===== config.mk =====
export PLATFORM = sky130hd
export DESIGN_NAME = seg7_scan_driver
export DESIGN_NICKNAME = d
export VERILOG_FILES = /design/src/rtl/seg7_pkg.sv /design/src/rtl/seg7_hex_decode.sv /design/src/rtl/seg7_scan_driver.sv
export SDC_FILE = /design/constraint.sdc
export NUM_CORES = 1
export LEC_CHECK = 0
export CAP_MARGIN = 5
export CORE_MARGIN = 1
export CORE_UTILIZATION = 42
export DETAILED_ROUTE_END_ITERATION = 8
export HOLD_SLACK_MARGIN = 0.06
export REMOVE_ABC_BUFFERS = 1
export SLEW_MARGIN = 20
export SYNTH_ARGS = -nofsm -noshare
export SYNTH_HDL_FRONTEND = slang
export SYNTH_SLANG_ARGS = --single-unit

===== constraint.sdc =====
create_clock -name clk_125mhz -period 2.5 [get_ports clk_125mhz]
set_clock_uncertainty 0.05 [all_clocks]
set_input_delay 0.375 -clock clk_125mhz [delete_from_list [all_inputs] [get_ports clk_125mhz]]
set_output_delay 0.375 -clock clk_125mhz [all_outputs]
set_load 0.02 [all_outputs]

===== src/rtl/seg7_pkg.sv =====
// rtl/seg7_pkg.sv - shared segment bit positions, scan FSM encoding and hex decode table
package seg7_pkg;

   localparam int SEG_A  = 0;
   localparam int SEG_B  = 1;
   localparam int SEG_C  = 2;
   localparam int SEG_D  = 3;
   localparam int SEG_E  = 4;
   localparam int SEG_F  = 5;
   localparam int SEG_G  = 6;
   localparam int SEG_DP = 7;

   typedef enum logic {
      ST_BLANK = 1'b0,
      ST_ON    = 1'b1
   } scan_state_t;

   // Active-high {g,f,e,d,c,b,a}
   function automatic logic [6:0] hex_to_seg(input logic [3:0] nibble);
      logic [6:0] segs;
      case (nibble)
         4'h0: segs = 7'h3F;
         4'h1: segs = 7'h06;
         4'h2: segs = 7'h5B;
         4'h3: segs = 7'h4F;
         4'h4: segs = 7'h66;
         4'h5: segs = 7'h6D;
         4'h6: segs = 7'h7D;
         4'h7: segs = 7'h07;
         4'h8: segs = 7'h7F;
         4'h9: segs = 7'h6F;
         4'hA: segs = 7'h77;
         4'hB: segs = 7'h7C;
         4'hC: segs = 7'h39;
         4'hD: segs = 7'h5E;
         4'hE: segs = 7'h79;
         default: segs = 7'h71;
      endcase
      return segs;
   endfunction

endpackage


===== src/rtl/seg7_hex_decode.sv =====
// rtl/seg7_hex_decode.sv - combinational nibble to active-high abcdefg pattern
module seg7_hex_decode
   import seg7_pkg::*;
(
   input  logic [3:0] nibble,
   output logic [6:0] segs
);

   assign segs = hex_to_seg(nibble);

endmodule


===== src/rtl/seg7_scan_driver.sv =====
// rtl/seg7_scan_driver.sv - double-buffered multiplexed 7-segment scanner with blank gap
module seg7_scan_driver
   import seg7_pkg::*;
#(
   parameter int N_DIGITS     = 6,
   parameter int DIGIT_CYCLES = 20833,
   parameter int BLANK_CYCLES = 125,
   parameter bit SEG_ACT_LOW  = 1'b0,
   parameter bit COM_ACT_LOW  = 1'b1
) (
   input  logic                    clk_125mhz,
   input  logic                    reset,
   input  logic                    load,
   input  logic [4*N_DIGITS-1:0]   load_data,
   input  logic [N_DIGITS-1:0]     dp_mask,
   input  logic [N_DIGITS-1:0]     blank_mask,
   output logic                    pending,
   output logic                    frame_done,
   output logic [7:0]              seg_data,
   output logic [N_DIGITS-1:0]     seg_com
);

   localparam int IDX_W   = (N_DIGITS > 1) ? $clog2(N_DIGITS) : 1;
   localparam int CNT_MAX = (DIGIT_CYCLES > BLANK_CYCLES) ? DIGIT_CYCLES : BLANK_CYCLES;
   localparam int CNT_W   = $clog2(CNT_MAX);

   localparam logic [CNT_W-1:0]    DIGIT_LAST = CNT_W'(DIGIT_CYCLES - 1);
   localparam logic [CNT_W-1:0]    DIGIT_PRE  = CNT_W'(DIGIT_CYCLES - 2);
   localparam logic [CNT_W-1:0]    BLANK_LAST = CNT_W'(BLANK_CYCLES - 1);
   localparam logic [IDX_W-1:0]    IDX_LAST   = IDX_W'(N_DIGITS - 1);
   localparam logic [7:0]          SEG_OFF    = SEG_ACT_LOW ? 8'hFF : 8'h00;
   localparam logic [N_DIGITS-1:0] COM_OFF    = COM_ACT_LOW ? {N_DIGITS{1'b1}} : {N_DIGITS{1'b0}};

   scan_state_t               state;
   logic [IDX_W-1:0]          idx;
   logic [CNT_W-1:0]          cnt;

   logic [4*N_DIGITS-1:0]     shadow_data;
   logic [N_DIGITS-1:0]       shadow_dp;
   logic [N_DIGITS-1:0]       shadow_blank;
   logic [4*N_DIGITS-1:0]     active_data;
   logic [N_DIGITS-1:0]       active_dp;
   logic [N_DIGITS-1:0]       active_blank;

   logic [3:0]                nibble;
   logic [6:0]                pattern;
   logic [7:0]                lit_seg;
   logic [N_DIGITS-1:0]       lit_com;

   assign nibble = active_data[4*int'(idx) +: 4];

   seg7_hex_decode u_decode (
      .nibble (nibble),
      .segs   (pattern)
   );

   always_comb begin
      lit_seg         = '0;
      lit_seg[6:0]    = pattern;
      lit_seg[SEG_DP] = active_dp[idx];
      if (active_blank[idx]) begin
         lit_seg = 8'h00;
      end
      if (SEG_ACT_LOW) begin
         lit_seg = ~lit_seg;
      end
   end

   always_comb begin
      lit_com      = '0;
      lit_com[idx] = 1'b1;
      if (COM_ACT_LOW) begin
         lit_com = ~lit_com;
      end
   end

   always_ff @(posedge clk_125mhz) begin
      if (reset) begin
         state        <= ST_BLANK;
         idx          <= '0;
         cnt          <= '0;
         shadow_data  <= '0;
         shadow_dp    <= '0;
         shadow_blank <= '0;
         active_data  <= '0;
         active_dp    <= '0;
         active_blank <= '1;
         pending      <= 1'b0;
         frame_done   <= 1'b0;
         seg_data     <= SEG_OFF;
         seg_com      <= COM_OFF;
      end else begin
         frame_done <= 1'b0;
         case (state)
            ST_BLANK: begin
               if (cnt == BLANK_LAST) begin
                  state    <= ST_ON;
                  cnt      <= '0;
                  seg_data <= lit_seg;
                  seg_com  <= lit_com;
               end else begin
                  cnt <= cnt + 1'b1;
               end
            end
            ST_ON: begin
               if (cnt == DIGIT_LAST) begin
                  state    <= ST_BLANK;
                  cnt      <= '0;
                  idx      <= (idx == IDX_LAST) ? '0 : idx + 1'b1;
                  seg_data <= SEG_OFF;
                  seg_com  <= COM_OFF;
               end else begin
                  cnt <= cnt + 1'b1;
                  // Registered pulse lands on the final lit cycle of the last digit
                  if (idx == IDX_LAST && cnt == DIGIT_PRE) begin
                     frame_done <= 1'b1;
                  end
               end
            end
            default: state <= ST_BLANK;
         endcase

         // frame_done marks the only cycle where the active buffer may change
         if (load) begin
            if (frame_done) begin
               active_data  <= load_data;
               active_dp    <= dp_mask;
               active_blank <= blank_mask;
               pending      <= 1'b0;
            end else begin
               shadow_data  <= load_data;
               shadow_dp    <= dp_mask;
               shadow_blank <= blank_mask;
               pending      <= 1'b1;
            end
         end else if (frame_done && pending) begin
            active_data  <= shadow_data;
            active_dp    <= shadow_dp;
            active_blank <= shadow_blank;
            pending      <= 1'b0;
         end
      end
   end

endmodule

**Word-level counts from Yosys, hierarchy flattened**

Memory sizes are Yosys's and may differ from the RTL's.
Cells that the tools add are included.

- Bits in registers: 107
- Memory bits (read-only): 112
- Bits of input ports: 39
- Output and inout bits: 16
- Memories kept: 1

Memories:

| memory | words | width | rd ports | clocked after memory_dff | write ports | line | RTL |
|---|---|---|---|---|---|---|---|
| (no name shown) | 16 | 7 | 1 | 0 | 0 | seg7_pkg.sv:21 | `case (nibble)` |

- $add $sub $neg: 2
- $lt $le $gt $ge: 2
- Equal/unequal tests: 7
- Shift operators: 1
- Multiplexer cells: 33
- Bitwise gates (word level): 3
- Reduce and logical (&&, ||, !) cells: 9

Operators with widths:

| cell | count |
|---|---|
| $mux W24 | 3 |
| $mux W6 | 8 |
| $eq A15 B15 Y1 const B | 2 |
| $mux W15 | 2 |
| $pmux W15 S2 | 1 |
| $mux W8 | 3 |
| $shiftx A24 B6 Y4 | 1 |
| $pmux W8 S2 | 1 |
| $add A15 B1 Y15 const B | 1 |
| $eq A15 B7 Y1 const B | 1 |
| $pmux W6 S2 | 1 |
| $mux W1 | 9 |
| $reduce_and A2 Y1 | 4 |
| $bmux W1 S3 | 2 |
| $not A6 Y6 | 1 |
| $lt A3 B4 Y1 const B | 1 |
| $ne A2 B1 Y1 const B | 2 |
| $add A3 B1 Y3 const B | 1 |
| $demux W1 S3 | 1 |
| $eq A3 B3 Y1 const B | 1 |
| $ge A3 B1 Y1 const B | 1 |
| $logic_and A1 B1 Y1 | 3 |
| $mux W3 | 1 |
| $reduce_or A3 Y1 | 1 |
| other kinds (4) | 5 |

**Longest topological paths before layout**

- Depth in word-level cells: 7
- Gate-level depth with buffers: 10
- Depth with buffers taken out: 8

**Cells and area by module**

Synthesis repeated with hierarchy kept, for this count alone.

- Cell total of the unflattened synthesis: 571
- Area, all modules: 5089.9 µm²

By module, submodules not included:

| module | times used | cells each | area each (µm²) | seq. area each (µm²) |
|---|---|---|---|---|
| seg7_scan_driver | 1 | 538 | 4799.6 | 2142.1 |
| seg7_hex_decode | 1 | 33 | 290.3 | 0.0 |

**Least setup slack after synthesis**

No wires, ideal clock.

- Path type: reg-to-reg
- Start point: reg idx[1]
- End point: reg seg_data[0]
- Setup time: 0.061 ns
- Arrival: 2.238 ns
- Slack: 0.152 ns
- Stages on the path, launching flop included: 11
- Path buffers: 2
- Clock period less this slack: 2.348 ns
- Cell sequence: dfxtp_1 -> buf_4 -> buf_2 -> mux2i_1 -> nor3_1 -> nor3_2 -> inv_1 -> ha_1 -> or4_1 -> o221ai_1 -> a22o_1

- Cells in the longest elaborated chain, start to end: 5
- Elaborated cells between the ends (all ways): 7
- Classes of those cells: 1 x shift; 5 x mux; 1 x memory

RTL lines:

| item | line | RTL |
|---|---|---|
| from (decl) | seg7_scan_driver.sv:35 | `logic [IDX_W-1:0] idx;` |
| from (signal assigned) | seg7_scan_driver.sv:109 | `idx <= (idx == IDX_LAST) ? '0 : idx + 1'b1;` |
| $shiftx A24 B6 Y4 or $bmux W1 S3 (tied branches) | seg7_scan_driver.sv:50, seg7_scan_driver.sv:61 |  |
| $mem_v2 Z16 W7 or $mux W1 (tied branches) | - |  |
| $mux W8 * | seg7_scan_driver.sv:61 | `if (active_blank[idx]) begin` |
| $mux W8 * | seg7_scan_driver.sv:96 | `if (cnt == BLANK_LAST) begin` |
| $pmux W8 S2 * | seg7_scan_driver.sv:94 | `case (state)` |
| to (signal assigned) | seg7_scan_driver.sv:99 | `seg_data <= lit_seg;` |
| to (decl) | seg7_scan_driver.sv:19 | `output logic [7:0] seg_data,` |

Mark *: on every way between the ends. The rest lies on a longest branch, timed or not. The select of a mux whose other input is x is not followed.
A chain may end at the register's enable or synchronous reset.

**Worst setup path in the final report**

- Start point: reg idx[0]
- End point: reg seg_data[0]

Same word-level chain as after synthesis.

==> run metrics <==
CTS max path bufs 2; Die Area 11900 um2; Post-Syn Instances 538; DRT iter0 DRCs 217; VDD IR max 0.427 mV; share of the synthesized area in the top cell type 44.4%; Async S/R FF share, synth 0%; vias in the first global route 3534; most frequent cells in the layout dfxtp_1, nand2_1, nor2_1; Remaining DRCs 0; total grt overflow 0; Tcrit/Tclk final 92.2%; Worst Setup Path Type flop to flop; final setup vio count 0; Critical Path AT 2.55 ns; final hold vios 0; Vias 3817; PD cells 610 nW/um2; fin worst setup slack 0.195 ns; average size of a mapped cell 8.98 um2; Power Total 3.55 mW; Setup WS pre-CTS 0.150 ns; final wirelength 10400 um; Post-Syn Area 4830 um2; post-route setup TNS 0 ns; post-synthesis sequential area ratio 44.4%; fmax 434 MHz; post-synth top area cell dfxtp_1; clk_lat worst skew 0.35 ns; count of flip-flops with a built-in enable after synthesis 0; input/output buffers 54; TritonCTS Buffers 9; CTS root buf clkbuf_16; synthesis-stage register bit count 107; class of the worst hold path input port to flop; CP startpoint kind flop; Slew @ Worst Pin 0.650 ns; Placer Congestion 0.818; clk sinks 107; RR Startpoint idx[0]; Lkg Pwr 2.17 nW; fin crit period 2.31 ns; Pre-Repair DR Iteration Count 4; Slew Limit Fails 0; H-tree lvl count 3; run status completed; largest net degree at the start of global routing 46; GRT Total Usage 18.8%; Post-CTS Hold Buffers 0; commonest non-fill, non-tap cell in the layout dfxtp_1; Via-to-Cell Ratio 5.29; post-synth cell types 51; Core ar. 11000 um2; area grow syn2layout 20.4%; crit path capture type flop; clk slew on worst S/H paths 0.07 ns; worst hold start reset; antenna-violating nets left 0; wire per inst 14.3 um; Slew HR 56.5%; synth top area cells dfxtp_1, mux2i_1, nand2_1; max_cap viols 0; DP HPWL 7230 um; CP startpoint idx[0]; initial antenna violation count 0; share of layout cells above drive strength 1 8.42%; io pins 55; Antenna Cells 0; Critical Path RT 2.74 ns; first-pass GRT wire length 17400 um; CTS tree done; CP max FO 4; row count 38; # nets final 624; top_reg_cell synth dfxtp_1; RSZ-0062 raised after global routing false; Die W 109 um; Synth Warn # 0; initial core utilization 43.8%; Die Ht 109 um
## sequential cells by signal, indices dropped and copies added (netlist names)
register,count
seg_com,6
frame_done,1
state,1
pending,1
shadow_blank,6
active_blank,6
shadow_data,24
cnt,15
seg_data,8
shadow_dp,6
idx,3
active_dp,6
active_data,24
## cells in the mapped netlist (4+ instances only)
| master | instances |
|---|---|
| a21oi_1 | 38 |
| mux2i_1 | 52 |
| a32o_1 | 4 |
| o21bai_1 | 5 |
| buf_2 | 10 |
| nand3_1 | 9 |
| a211o_1 | 6 |
| nor2b_1 | 5 |
| and3_1 | 5 |
| nor3_1 | 6 |
| dfxtp_1 | 107 |
| clkbuf_1 | 26 |
| inv_1 | 6 |
| nand2_1 | 82 |
| xnor2_1 | 5 |
| nand2b_1 | 6 |
| xor2_1 | 10 |
| nand4_1 | 7 |
| ha_1 | 8 |
| a211oi_1 | 30 |
| nor2_1 | 70 |
## worst max-delay path: stages (launching register included)
cell	delay, ns
dfxtp_1	0.37
mux4_2	0.51
nand2_1	0.08
o21ai_0	0.19
ha_1	0.30
or4_1	0.52
o221ai_1	0.08
a22o_1	0.15
## kinds of logic after synthesis
| family | count (synthesis) | share of synthesized area (%) |
|---|---|---|
| AOI/OAI and AO/OA | 98 | 14.1 |
| muxes | 58 | 12.9 |
| buffers and inverters | 46 | 4.14 |
| DFF | 107 | 44.4 |
| adders and majority gates | 8 | 2.07 |
| and+or+nand+nor | 206 | 19.7 |
| xor gates and xnor gates | 15 | 2.72 |
## worst paths after layout
kind,endpoint,slack [ns],depth (start not counted)
setup reg to reg,seg_data[0],0.19,7
setup / recovery,seg_data[0],0.19,7
hold / removal,state,0.27,2
hold reg to reg,shadow_data[17],0.40,2
## routing by layer
layer / vias to the layer above / global-route usage [%] / routed length, um
li1: 1956 / - / -
met2: 58 / 29.5 / 4780
met1: 1793 / 25.5 / 5150
met4: 0 / 6.67 / 134
met3: 10 / 4.18 / 293
met5: - / 0 / 0
## what timing repair did
action / CTS / global route
setup endpoints to repair: 0 / 2
endpoints found under the hold margin: 0 / 0
gates resized for setup: 0 / 2
setup buffers: 0 / 0
## through the flow
| stage | instance area [um2] | util [%] | cells | hold WS (ns) |
|---|---|---|---|---|
| floorplan | 4660 | - | 499 | 0.380 |
| global placement | 5480 | 49.7 | 706 | 0.391 |
| detailed placement | 5480 | 49.7 | 706 | 0.396 |
| CTS | 5810 | 52.6 | 722 | 0.254 |
| global route | 5810 | 52.7 | 722 | 0.282 |
| finish | 5810 | 52.7 | 722 | 0.274 |
## area by class of cell
type                            count  area (um2)
Inverter                            7        26.3
Multi-Input combinational cell    385        2500
Clock buffer                       10         229
Sequential cell                   107        2140
Clock inverter                      6        96.3
Tap cell                          140         175
Timing Repair Buffer               67         644
Fill cell                        1064        5220
## where the power goes
part	switching (mW)	leakage, nW	internal [mW]
registers	0.0216	0.870	1.74
clock network	0.658	0.156	0.893
logic	0.122	1.15	0.113
Note: power is estimated with default switching activity, not from simulation.
